`config.mk`:
```
export PLATFORM = sky130hd
export DESIGN_NAME = pcie_tlp_cpl_engine
export DESIGN_NICKNAME = d
export VERILOG_FILES = /design/src/rtl/pcie_tlp_pkg.sv /design/src/rtl/pcie_tlp_fifo.sv /design/src/rtl/pcie_tlp_cpl_engine.sv
export SDC_FILE = /design/constraint.sdc
export NUM_CORES = 1
export LEC_CHECK = 0
export CELL_PAD_IN_SITES_DETAIL_PLACEMENT = 1
export CELL_PAD_IN_SITES_GLOBAL_PLACEMENT = 2
export CORE_MARGIN = 1.5
export CORE_UTILIZATION = 40
export CTS_BUF_LIST = sky130_fd_sc_hd__clkbuf_4 sky130_fd_sc_hd__clkbuf_8
export DETAILED_ROUTE_END_ITERATION = 10
export PLACE_DENSITY = 0.72
export RECOVER_POWER = 100
export SLEW_MARGIN = 40
export SYNTH_ARGS = -nofsm -noshare
export SYNTH_HDL_FRONTEND = slang
export SYNTH_HIERARCHICAL = 1
export SYNTH_SLANG_ARGS = --single-unit
```
`constraint.sdc`:
```
create_clock -name clk -period 9.85 [get_ports clk]
set_clock_uncertainty 0.1 [all_clocks]
set_input_delay 2.955 -clock clk [delete_from_list [all_inputs] [get_ports clk]]
set_output_delay 2.955 -clock clk [all_outputs]
set_load 0.05 [all_outputs]
```
`src/rtl/pcie_tlp_pkg.sv`:
```
// rtl/pcie_tlp_pkg.sv - shared types and helpers for the TLP completion engine
package pcie_tlp_pkg;

  // Storage widths for a queued request; the engine zero-extends into these
  // and truncates back to its own parameter widths.
  localparam int REQ_ADDR_MAX = 64;
  localparam int REQ_LEN_MAX  = 16;
  localparam int REQ_TAG_MAX  = 8;

  typedef enum logic [2:0] {
    TLP_MRD   = 3'b000,
    TLP_MWR   = 3'b001,
    TLP_CFGRD = 3'b010,
    TLP_CFGWR = 3'b011
  } tlp_type_e;

  typedef enum logic [1:0] {
    CPL_SC = 2'b00,
    CPL_UR = 2'b01,
    CPL_CA = 2'b10
  } cpl_status_e;

  typedef enum logic [1:0] {
    ST_IDLE = 2'b00,
    ST_WAIT = 2'b01,
    ST_SEND = 2'b10
  } fsm_state_e;

  // typ stays a raw code so unsupported encodings survive the queue intact
  typedef struct packed {
    logic [2:0]              typ;
    logic [REQ_ADDR_MAX-1:0] addr;
    logic [REQ_LEN_MAX-1:0]  len;
    logic [REQ_TAG_MAX-1:0]  tag;
  } tlp_req_t;

  // Only memory writes are posted; everything else, unsupported codes
  // included, owes the requester a completion.
  function automatic logic is_non_posted(input logic [2:0] typ);
    return typ != TLP_MWR;
  endfunction

endpackage

```
`src/rtl/pcie_tlp_fifo.sv`:
```
// rtl/pcie_tlp_fifo.sv - synchronous request FIFO with full/empty flags
module pcie_tlp_fifo
  import pcie_tlp_pkg::*;
#(
  parameter int DEPTH = 8
) (
  input  logic     clk,
  input  logic     rst_n,
  input  logic     push,
  input  tlp_req_t din,
  input  logic     pop,
  output tlp_req_t dout,
  output logic     full,
  output logic     empty
);

  localparam int AW = (DEPTH < 2) ? 1 : $clog2(DEPTH);

  tlp_req_t      mem [DEPTH];
  logic [AW-1:0] wr_ptr;
  logic [AW-1:0] rd_ptr;
  logic [AW:0]   count;
  logic          do_push;
  logic          do_pop;

  assign full    = (count == (AW+1)'(DEPTH));
  assign empty   = (count == '0);
  assign do_push = push & ~full;
  assign do_pop  = pop & ~empty;
  assign dout    = mem[rd_ptr];

  // Storage write; contents need no reset since count guards every read
  always_ff @(posedge clk) begin
    if (do_push) mem[wr_ptr] <= din;
  end

  // Pointers and occupancy; DEPTH is a power of two so pointers wrap naturally
  always_ff @(posedge clk or negedge rst_n) begin
    if (!rst_n) begin
      wr_ptr <= '0;
      rd_ptr <= '0;
      count  <= '0;
    end else begin
      if (do_push) wr_ptr <= wr_ptr + AW'(1);
      if (do_pop)  rd_ptr <= rd_ptr + AW'(1);
      case ({do_push, do_pop})
        2'b10:   count <= count + (AW+1)'(1);
        2'b01:   count <= count - (AW+1)'(1);
        default: count <= count;
      endcase
    end
  end

endmodule

```
`src/rtl/pcie_tlp_cpl_engine.sv`:
```
// rtl/pcie_tlp_cpl_engine.sv - TLP request sink with tag tracking, delayed completions and stats
module pcie_tlp_cpl_engine
  import pcie_tlp_pkg::*;
#(
  parameter int ADDR_W     = 32,
  parameter int LEN_W      = 10,
  parameter int TAG_W      = 5,
  parameter int FIFO_DEPTH = 8,
  parameter int CPL_LAT    = 4,
  parameter int MAX_LEN_DW = 128,
  parameter int CNT_W      = 16
) (
  input  logic              clk,
  input  logic              rst_n,
  input  logic              tlp_valid,
  output logic              tlp_ready,
  input  logic [2:0]        tlp_type,
  input  logic [ADDR_W-1:0] tlp_addr,
  input  logic [LEN_W-1:0]  tlp_len_dw,
  input  logic [TAG_W-1:0]  tlp_tag,
  output logic              cpl_valid,
  input  logic              cpl_ready,
  output logic [TAG_W-1:0]  cpl_tag,
  output logic [1:0]        cpl_status,
  output logic [LEN_W-1:0]  cpl_len_dw,
  output logic              err_dup_tag,
  output logic [CNT_W-1:0]  cnt_posted,
  output logic [CNT_W-1:0]  cnt_np,
  output logic [CNT_W-1:0]  cnt_err
);

  localparam int NTAGS = 2 ** TAG_W;
  localparam int CW    = (CPL_LAT < 2) ? 1 : $clog2(CPL_LAT + 1);

  logic             init_done;
  logic             fifo_full;
  logic             fifo_empty;
  logic             fifo_push;
  logic             fifo_pop;
  logic             head_settled;
  tlp_req_t         req_in;
  tlp_req_t         head;
  logic [NTAGS-1:0] tag_table;
  logic             accept;
  logic             in_np;
  logic             cpl_fire;
  logic             tag_busy;
  logic             dup_drop;
  fsm_state_e       state;
  fsm_state_e       state_next;
  logic [CW-1:0]    wait_cnt;
  logic             head_np;
  logic [LEN_W-1:0] head_len;
  logic [TAG_W-1:0] head_tag;
  cpl_status_e      head_status;
  logic [LEN_W-1:0] head_cpl_len;
  logic [1:0]       posted_inc;
  logic [1:0]       np_inc;
  logic [1:0]       err_inc;
  logic             unused_head;

  function automatic logic [CNT_W-1:0] sat_add(input logic [CNT_W-1:0] v, input logic [1:0] inc);
    logic [CNT_W:0] s;
    s = {1'b0, v} + (CNT_W+1)'(inc);
    return s[CNT_W] ? '1 : s[CNT_W-1:0];
  endfunction

  // Ingress: a non-posted tag is busy unless this same edge releases it
  assign tlp_ready = init_done & ~fifo_full;
  assign accept    = tlp_valid & tlp_ready;
  assign in_np     = is_non_posted(tlp_type);
  assign cpl_fire  = cpl_valid & cpl_ready;
  assign tag_busy  = tag_table[tlp_tag] & ~(cpl_fire && (cpl_tag == tlp_tag));
  assign fifo_push = accept & (~in_np | ~tag_busy);
  assign dup_drop  = accept & in_np & tag_busy;

  // Pack the incoming request into the queue record
  always_comb begin
    req_in      = '0;
    req_in.typ  = tlp_type;
    req_in.addr = REQ_ADDR_MAX'(tlp_addr);
    req_in.len  = REQ_LEN_MAX'(tlp_len_dw);
    req_in.tag  = REQ_TAG_MAX'(tlp_tag);
  end

  pcie_tlp_fifo #(
    .DEPTH (FIFO_DEPTH)
  ) u_fifo (
    .clk   (clk),
    .rst_n (rst_n),
    .push  (fifo_push),
    .din   (req_in),
    .pop   (fifo_pop),
    .dout  (head),
    .full  (fifo_full),
    .empty (fifo_empty)
  );

  assign head_np     = is_non_posted(head.typ);
  assign head_len    = head.len[LEN_W-1:0];
  assign head_tag    = head.tag[TAG_W-1:0];
  // Address is carried for completeness but never inspected
  assign unused_head = ^head;

  // Completion status and returned length for the FIFO head
  always_comb begin
    head_status  = CPL_SC;
    head_cpl_len = '0;
    case (head.typ)
      TLP_MRD: begin
        if (head_len == '0 || 32'(head_len) > 32'(MAX_LEN_DW)) head_status = CPL_CA;
        else head_cpl_len = head_len;
      end
      TLP_CFGRD: begin
        if (head_len != LEN_W'(1)) head_status = CPL_CA;
        else head_cpl_len = LEN_W'(1);
      end
      TLP_CFGWR: begin
        if (head_len != LEN_W'(1)) head_status = CPL_CA;
      end
      TLP_MWR: head_status = CPL_SC;
      default: head_status = CPL_UR;
    endcase
  end

  // Ready comes up one edge after reset release
  always_ff @(posedge clk or negedge rst_n) begin
    if (!rst_n) init_done <= 1'b0;
    else        init_done <= 1'b1;
  end

  // An entry is popped only once it has sat in the FIFO for a full cycle
  always_ff @(posedge clk or negedge rst_n) begin
    if (!rst_n) head_settled <= 1'b0;
    else        head_settled <= ~fifo_empty;
  end

  // Outstanding-tag table: release first, then set, so same-tag reuse ends set
  always_ff @(posedge clk or negedge rst_n) begin
    if (!rst_n) begin
      tag_table <= '0;
    end else begin
      if (cpl_fire)            tag_table[cpl_tag] <= 1'b0;
      if (fifo_push && in_np)  tag_table[tlp_tag] <= 1'b1;
    end
  end

  // FSM state register
  always_ff @(posedge clk or negedge rst_n) begin
    if (!rst_n) state <= ST_IDLE;
    else        state <= state_next;
  end

  // FSM next state
  always_comb begin
    state_next = state;
    case (state)
      ST_IDLE: if (fifo_pop && head_np) state_next = (CPL_LAT == 0) ? ST_SEND : ST_WAIT;
      ST_WAIT: if (wait_cnt == CW'(1)) state_next = ST_SEND;
      ST_SEND: if (cpl_ready) state_next = ST_IDLE;
      default: state_next = ST_IDLE;
    endcase
  end

  // FSM outputs
  always_comb begin
    cpl_valid = (state == ST_SEND);
    fifo_pop  = (state == ST_IDLE) & ~fifo_empty & head_settled;
  end

  // Latency counter and completion hold registers
  always_ff @(posedge clk or negedge rst_n) begin
    if (!rst_n) begin
      wait_cnt   <= '0;
      cpl_tag    <= '0;
      cpl_status <= '0;
      cpl_len_dw <= '0;
    end else if (fifo_pop && head_np) begin
      wait_cnt   <= CW'(CPL_LAT);
      cpl_tag    <= head_tag;
      cpl_status <= head_status;
      cpl_len_dw <= head_cpl_len;
    end else if (state == ST_WAIT) begin
      wait_cnt   <= wait_cnt - CW'(1);
    end
  end

  assign posted_inc = {1'b0, fifo_pop & ~head_np};
  assign np_inc     = {1'b0, cpl_fire};
  assign err_inc    = {1'b0, dup_drop} + {1'b0, cpl_fire & (cpl_status != CPL_SC)};

  // Duplicate-tag pulse and saturating statistics
  always_ff @(posedge clk or negedge rst_n) begin
    if (!rst_n) begin
      err_dup_tag <= 1'b0;
      cnt_posted  <= '0;
      cnt_np      <= '0;
      cnt_err     <= '0;
    end else begin
      err_dup_tag <= dup_drop;
      cnt_posted  <= sat_add(cnt_posted, posted_inc);
      cnt_np      <= sat_add(cnt_np, np_inc);
      cnt_err     <= sat_add(cnt_err, err_inc);
    end
  end

endmodule

```
==> impl_summary.md, run 1 <==
Status
The run finished, with violations left. The final reports fail on max-capacitance violations, max-slew violations.

Place
The pre-CTS worst setup slack is 2.241 ns. In this run the cell area measured after placement is 12850 µm². At the end of routability-driven placement, the weighted congestion stood at 0.8300. Input and output buffers added on the ports amount to 89. The half-perimeter wire length of the detailed placement result is roughly 19 mm.

Finish
The area growth from synthesis to layout is 18.43%. The final net count is 1018. The total inserted antenna cells is 0.

Of the cells placed in the final design, the portion with a size suffix greater than 1 is 15.92%. Summing all non-filler instances in the final layout gives an area of 13690 µm².

Run
Max-cap violations in this run came to 6.

Pwr
The overall power after layout is 3437 µW. In this run switching power makes up 33.74% of total power. For this design the ratio of total power to cell area is between 200 and 300 nW/µm². The maximum vdd ir drop is 0.1444 mV. In this run the power spent charging and discharging nets is 1160 µW.

The internal power is ~2300 µW. Sequential cells account for 41.2% of the total power. The fraction of power consumed by the clock network is 28.8%. The static leakage power is 0.005393 µW. The part of the total power dissipated in combinational logic is a little under a third.

Setup path
The type of the worst setup path is in2reg. The required time of the critical path is approximately 10 ns. The nature of the critical path endpoint is a register.

The worst register-to-register path has a setup slack of 3.48 ns. The depth of the most critical reg-to-reg path is 11. The startpoint type of the worst setup path is an input port. The worst register-to-register path begins at u_fifo/rd_ptr[0].

The signal on the critical path passes through dlygate4sd3_1 -> clkbuf_1 -> xnor2_1 -> nand4_1 -> nor2_1 -> nor2_1 -> a21oi_1 -> nand2_1 -> ha_1 -> ha_1 -> or4b_2 -> o311ai_0 -> o211ai_1. On the worst path, the slowest cell contributes a delay of 1.04 ns. The largest fanout on the critical path is 27. The cell with the biggest individual delay on the critical path is sky130_fd_sc_hd__clkbuf_1. The endpoint of the worst-slack reg-to-reg timing path is cnt_posted[1].

The arrival time of the worst setup path is 7.83 ns.

Timing
The number of failing hold endpoints at the final stage is 0. After layout, the worst path uses between 70% and 80% of the clock period. Setup repair after global routing left no endpoint under its margin. The final count of pins violating max slew came to roughly 130. The slew at the pin closest to its max-slew limit is 3.240 ns.

The post-layout minimum cycle time is 7.496 ns. Measured against its own limit, the worst slew margin works out to -116.0%. The worst path meets setup with roughly 2.4 ns of slack. For this run, the top clock speed supported by timing is around 130 MHz.

The total of endpoints with negative setup slack in the final report is 0. The accumulated negative setup slack is 0 ns.

Route
Summed over all layers, the routed wires come to between 20 and 30 mm. Dividing the detail-routed wire length by the instance count gives 21.55 µm. Before antenna repair, the detailed router went through 4 iterations. In the routed layout, each cell is associated on average with a via count of 5.479. For this block, the initial DRC count from the detailed router was ~450. The routed via count is 7506. The remaining antenna violation count is 0. The residual DRC count is 0.

Clocking
The CTS tree is built. The number of setup buffers added after CTS is 0. The root buffer cell is sky130_fd_sc_hd__clkbuf_8. Buffers inserted during clock tree synthesis total between 40 and 50. CTS saw ~260 sinks. After clock tree synthesis, the flow added hold-fix buffers numbering 0. The CTS H-tree depth is 2.

No sink is reached through more buffers than the 3 on the longest clock path. The total of cells resized after clock tree synthesis is 0. The clock slew seen by the registers of the worst setup and hold paths is 0.06 ns.

The clock reaches the later pin of the worst-skew pair after 0.58 ns.

Global routing
The initial antenna violation count came to 1. Summed over all layers, the global routing overflow is 0. Entering global routing, the biggest net connects 72 pins. The wire length of the first global-routing pass is 46.99 mm.

For this run, the total global-route usage over all layers was measured as 20.15%. The via count of the first global-routing pass is 8227.

Die
The die is 173.0 µm tall. The effective utilization at floorplan is 40.48%. The number of cell rows is 62. The area of the die is approximately 30000 µm². The number of ports placed on the die boundary is 122.

The region available for standard cell placement spans 28550 µm². Measured along the x axis, the die boundary spans 173.0 µm.

Yosys
The number of standard cells after synthesis is 841. The count of yosys warnings during synthesis is 6. The net count of the mapped netlist is 909.

Each instance of the synthesized netlist takes up on average 13.74 µm². The netlist area before placement is 11560 µm².

Worst hold path
The worst hold path terminates at cpl_len_dw[9]. The class of the tightest hold or removal check is reg2reg. The cell depth of the worst min-delay path is 1.

The startpoint identified for the worst hold timing path is cpl_len_dw[9].
critical path: cells and delay by family:
family	cells	cell delay (ns)
compound gates	3	0.60
xor+xnor	1	0.22
fa+ha+maj	2	0.71
simple gates	5	1.76
buf+inv	2	1.56
cell type report:
cell class / instances / area [µm²]
Clock buffer: 71 / 839.6
Clock inverter: 12 / 71.32
Multi-Input combinational cell: 515 / 4043
Fill cell: 2964 / 14860
Inverter: 22 / 82.58
Sequential cell: 259 / 7203
Timing Repair Buffer: 107 / 965.9
Tap cell: 384 / 480.5
through the flow:
stage / std cells / util [%] / hold slack, ns
finish: 1370 / 47.94 / 0.3898
global route: 1370 / 47.94 / 0.4179
CTS: 1370 / 48.21 / 0.3974
detailed placement: 1287 / 45.02 / 0.3830
global placement: 1287 / 44.99 / 0.3731
floorplan: 841 / - / 0.3626
registers in the layout, indices dropped and copies added (netlist names):
| register | cells |
|---|---|
| u_fifo/mem | 144 |
| tag_table | 32 |
| cnt_err | 16 |
| cnt_np | 16 |
| cnt_posted | 16 |
| cpl_len_dw | 10 |
| cpl_tag | 5 |
| u_fifo/count | 4 |
| u_fifo/rd_ptr | 3 |
| u_fifo/wr_ptr | 3 |
| wait_cnt | 3 |
| cpl_status | 2 |
| state | 2 |
| err_dup_tag | 1 |
| head_settled | 1 |
| init_done | 1 |
worst max path at each step:
| stage | to | cells after the start | from |
|---|---|---|---|
| 3_3_place_gp | u_fifo/count[3] | 12 | tlp_tag[0] |
| 3_5_place_dp | u_fifo/count[3] | 13 | tlp_tag[1] |
| 6_report | u_fifo/count[3] | 13 | tlp_tag[3] |
| 2_1_floorplan | u_fifo/mem[1][0] | 9 | tlp_tag[1] |
| 4_1_cts | u_fifo/count[3] | 13 | tlp_tag[1] |
| 5_1_grt | u_fifo/mem[7][0] | 10 | tlp_tag[3] |
power groups by stage:
stage,sequential (µW),clock (µW),combinational (µW)
6_report,1420,991,1030
5_1_grt,1430,1070,1130
4_1_cts,1420,1020,1070
3_5_place_dp,1440,0,1060
3_3_place_gp,1430,0,1020
2_1_floorplan,1510,0,687
routing by layer:
metal	up-vias	GRT usage, %	wire (µm)
met4	0	6.522	585
li1	3393	-	-
met1	3879	26.49	12530
met5	-	0	0
met3	46	3.452	1579
met2	188	34.12	14830
cell usage in the layout (no fill, tap or decap), drive strengths merged, types with 14 or more instances in the layout:
| cell | n |
|---|---|
| inv | 24 |
| mux2 | 30 |
| dfrtp | 115 |
| o21ai | 45 |
| dlygate4sd3 | 85 |
| o221ai | 18 |
| nand2 | 91 |
| mux2i | 14 |
| clkbuf | 86 |
| mux4 | 38 |
| xor2 | 16 |
| xnor2 | 24 |
| edfxtp | 144 |
| nand3 | 37 |
| nor2 | 28 |
No activity file was read; power rests on OpenSTA's default activity.
==> inputs of run 2 (changes only) <==
PLACE_DENSITY = 0.75   (was 0.72)
clock period = 6.6 ns   (was 9.85 ns; I/O delays follow)
==> impl_summary.md, run 2 (synthesized netlist as in run 1, its figures left out) <==
Pwr
The fraction of power consumed by the clock network was 29.4% (was 28.8%). The switching power total is 1729 µW (was 1160 µW). The maximum vdd ir drop is 0.2161 mV (was 0.1444 mV). The part of the total power dissipated in combinational logic is 28.8% (was 30.0%).

The share of power burned in registers is 41.8% (was 41.2%). The cell area power density is 373.1 nW/µm² (was 251.2 nW/µm²). The static leakage power is 0.005453 µW (was 0.005393 µW). The internal power is 3424 µW (was 2278 µW). The overall power after layout is 5153 µW (was 3437 µW). The switching part of the total was 33.55% (was 33.74%).

Timing
The accumulated negative setup slack is 0 ns (unchanged). The highest attainable clock frequency is 174.4 MHz. The tightest hold margin came to 0.3799 ns (was 0.3898 ns).

The total of endpoints with negative setup slack in the final report is 0 (unchanged). The slew at the pin closest to its max-slew limit is 2.439 ns (was 3.240 ns). The final count of pins violating max slew is 142 (was 132). Unrepaired setup endpoints after global routing: no (unchanged). The worst-case headroom to the max-slew limit is -62.60% (was -116.0%). The post-layout minimum cycle time is 5.733 ns.

The post-layout worst setup margin is 0.8670 ns (was 2.354 ns). The number of failing hold endpoints at the final stage is 0 (unchanged). The share of the cycle needed by the critical path after routing is 86.86%.

Die
The number of ports placed on the die boundary came to 122 (unchanged). The placeable core region is 28550 µm² (unchanged). The width of the die is 173.0 µm (unchanged). The effective utilization at floorplan is 40.48% (unchanged). The y dimension of the die is 173.0 µm (unchanged). The area of the die is 29920 µm² (unchanged).

The number of cell rows is 62 (unchanged).

Clocking
The number of buffers on the longest clock path is 3 (unchanged). The count of hold-fix buffers inserted at cts is 0 (unchanged). The clock slew seen by the registers of the worst setup and hold paths is 0.06 ns (about the same). The CTS tree is built (unchanged). The total clock buffers created by CTS is 45 (unchanged). The post-CTS repair timing setup buffer count is 0 (unchanged).

The number of sinks handled by clock tree synthesis came to 259 (unchanged). The total of cells resized after clock tree synthesis is 0 (unchanged). The root buffer cell is sky130_fd_sc_hd__clkbuf_8 (unchanged). The insertion delay of the later-clocked pin in the worst-skew pair was 0.57 ns (was 0.58 ns). The CTS H-tree depth is 2 (unchanged).

Route
The remaining antenna violation count came to 0 (unchanged). The average wire length per cell after detail routing came to 20.93 µm (was 21.55 µm). The residual DRC count is 0 (unchanged). The number of detailed-route iterations in the first pass was 5 (was 4). The routed via count is 7435 (was 7506). The sum of routed wire length over all layers is 28.90 mm (was 29.52 mm). The starting DRC count in detailed routing is 430 (was 448). The routed via count divided by cell count is 5.384 (was 5.479).

Run
The reported max-cap violation count came to 6 (unchanged).

Finish
Regs by FF count: u_fifo/mem: 144 flops, tag_table: 32 flops (unchanged). The largest register by flop count is u_fifo/mem (unchanged). The final net count is 1029 (was 1018).

The number of flip-flops in the largest register came to 144 (unchanged). The synthesis-to-layout area growth is 19.50% (was 18.43%). The fraction of layout cells with a size suffix above 1 is 17.05% (was 15.92%).

Most frequent cells in the layout: sky130_fd_sc_hd__edfxtp_1, sky130_fd_sc_hd__dfrtp_1, sky130_fd_sc_hd__nand2_1 (unchanged). The most common cell after layout, fill and taps aside is sky130_fd_sc_hd__edfxtp_1 (unchanged). The count of non-filler cells in the finished layout was 1381 (was 1370). The total inserted antenna cells is 0 (unchanged).

Global routing
The total congestion overflow after global routing is 0 (unchanged). The global routing usage summed across all routing layers came to 19.80% (was 20.15%). The wire length of the first global-routing pass is 46.00 mm (was 46.99 mm).

The largest net degree at the start of global routing is 44 (was 72). The initial antenna violation count was 0 (was 1). The via count of the first global-routing pass came to 7936 (was 8227).

Setup path
In this design, the critical path's most frequently occurring cell is sky130_fd_sc_hd__a21oi_1. The cell with the biggest individual delay on the critical path is sky130_fd_sc_hd__clkbuf_1 (unchanged). The largest fanout on the critical path is 18 (was 27).

The arrival time of the worst setup path is 5.80 ns (was 7.83 ns). The nature of the critical path endpoint was a register (unchanged). The type of the worst setup path is in2reg (unchanged). The maximum cell stage delay along the critical path is 1.13 ns (was 1.04 ns). Cells along the critical path: dlygate4sd3_1 -> mux2i_1 -> o221ai_1 -> a21oi_1 -> o211ai_1 -> a21oi_1 -> nand3_1 -> nor2_2 -> clkbuf_1 (was dlygate4sd3_1 -> clkbuf_1 -> xnor2_1 -> nand4_1 -> nor2_1 -> nor2_1 -> a21oi_1 -> nand2_1 -> ha_1 -> ha_1 -> or4b_2 -> o311ai_0 -> o211ai_1).

The startpoint type of the worst setup path is an input port (unchanged). The required time of the critical path is 6.66 ns (was 10.19 ns).

Status
Run status: complete, but fails checks (unchanged). Failing checks: max-capacitance violations, max-slew violations (unchanged).

Place
The total placed cells including tap cells is 1298 (was 1287). The half-perimeter wire length of the detailed placement result is 18.19 mm (was 18.65 mm). The number of I/O port buffers came to 89 (unchanged). The weighted congestion at the end of routability-driven global placement is 0.8042 (was 0.8300). The pre-CTS worst setup slack is 0.4900 ns (was 2.241 ns).

Worst hold path
The class of the tightest hold or removal check is reg2reg (unchanged).
==> run 2: changes by cell type in the layout (fill, tap and decap cells not counted), moves of 3 or more <==
cell                       delta
sky130_fd_sc_hd__nor2_1       -6
sky130_fd_sc_hd__nor2_2       +6
sky130_fd_sc_hd__buf_4        +5
sky130_fd_sc_hd__clkbuf_1     +3
sky130_fd_sc_hd__clkbuf_4     +3
==> run 2: stage by stage <==
| step | utilization [%] | instance area, µm² |
|---|---|---|
| 2_1_floorplan | - | 11560 |
| 3_3_place_gp | 45.39 | 12960 |
| 3_5_place_dp | 45.42 | 12970 |
| 4_1_cts | 48.71 | 13900 |
| 5_1_grt | 48.37 | 13810 |
| 6_report | 48.37 | 13810 |
==> run 2: power groups by stage <==
stage	clock [µW]	sequential (µW)	combinational, µW
floorplan	0	2250	1030
global placement	0	2170	1520
detailed placement	0	2180	1550
CTS	1570	2160	1560
global route	1640	2190	1620
finish	1510	2150	1490
==> run 2: layer usage <==
layer  global-route usage (%)  up-vias  share of wire (%)
met5                        0        -                  0
met4                    4.783        0                1.6
li1                         -     3427                  -
met1                    28.13     3814                 47
met2                    31.55      161                 47
met3                    3.782       33                4.5
==> run 2: path summary, 6_finish.rpt <==
check	from	end	slack (ns)	cells past startpoint
max reg2reg	u_fifo/rd_ptr[1]	cnt_posted[1]	1.66	10
min reg2reg	cpl_len_dw[9]	cpl_len_dw[9]	0.38	1
min in group asynchronous	rst_n	cnt_np[14]	2.06	1
min	cpl_len_dw[9]	cpl_len_dw[9]	0.38	1
max	tlp_tag[3]	u_fifo/mem[7][4]	0.87	9
max in group asynchronous	rst_n	err_dup_tag	1.74	2
==> run 2: layout make-up <==
type | count | area [µm²]
tap | 384 | 480.5
multi-input combinational | 515 | 4058
inverter | 22 | 82.58
clock buffer | 72 | 834.6
timing repair buffer | 118 | 1049
sequential | 259 | 7203
clock inverter | 11 | 102.6
fill | 2979 | 14740
==> run 2: critical path: cells and delay by family <==
| family | cells | cell delay (ns) |
|---|---|---|
| buffers and inverters | 2 | 2.10 |
| AO/OA/AOI/OAI | 4 | 0.88 |
| AND/OR/NAND/NOR | 2 | 0.43 |
| multiplexers | 1 | 0.38 |
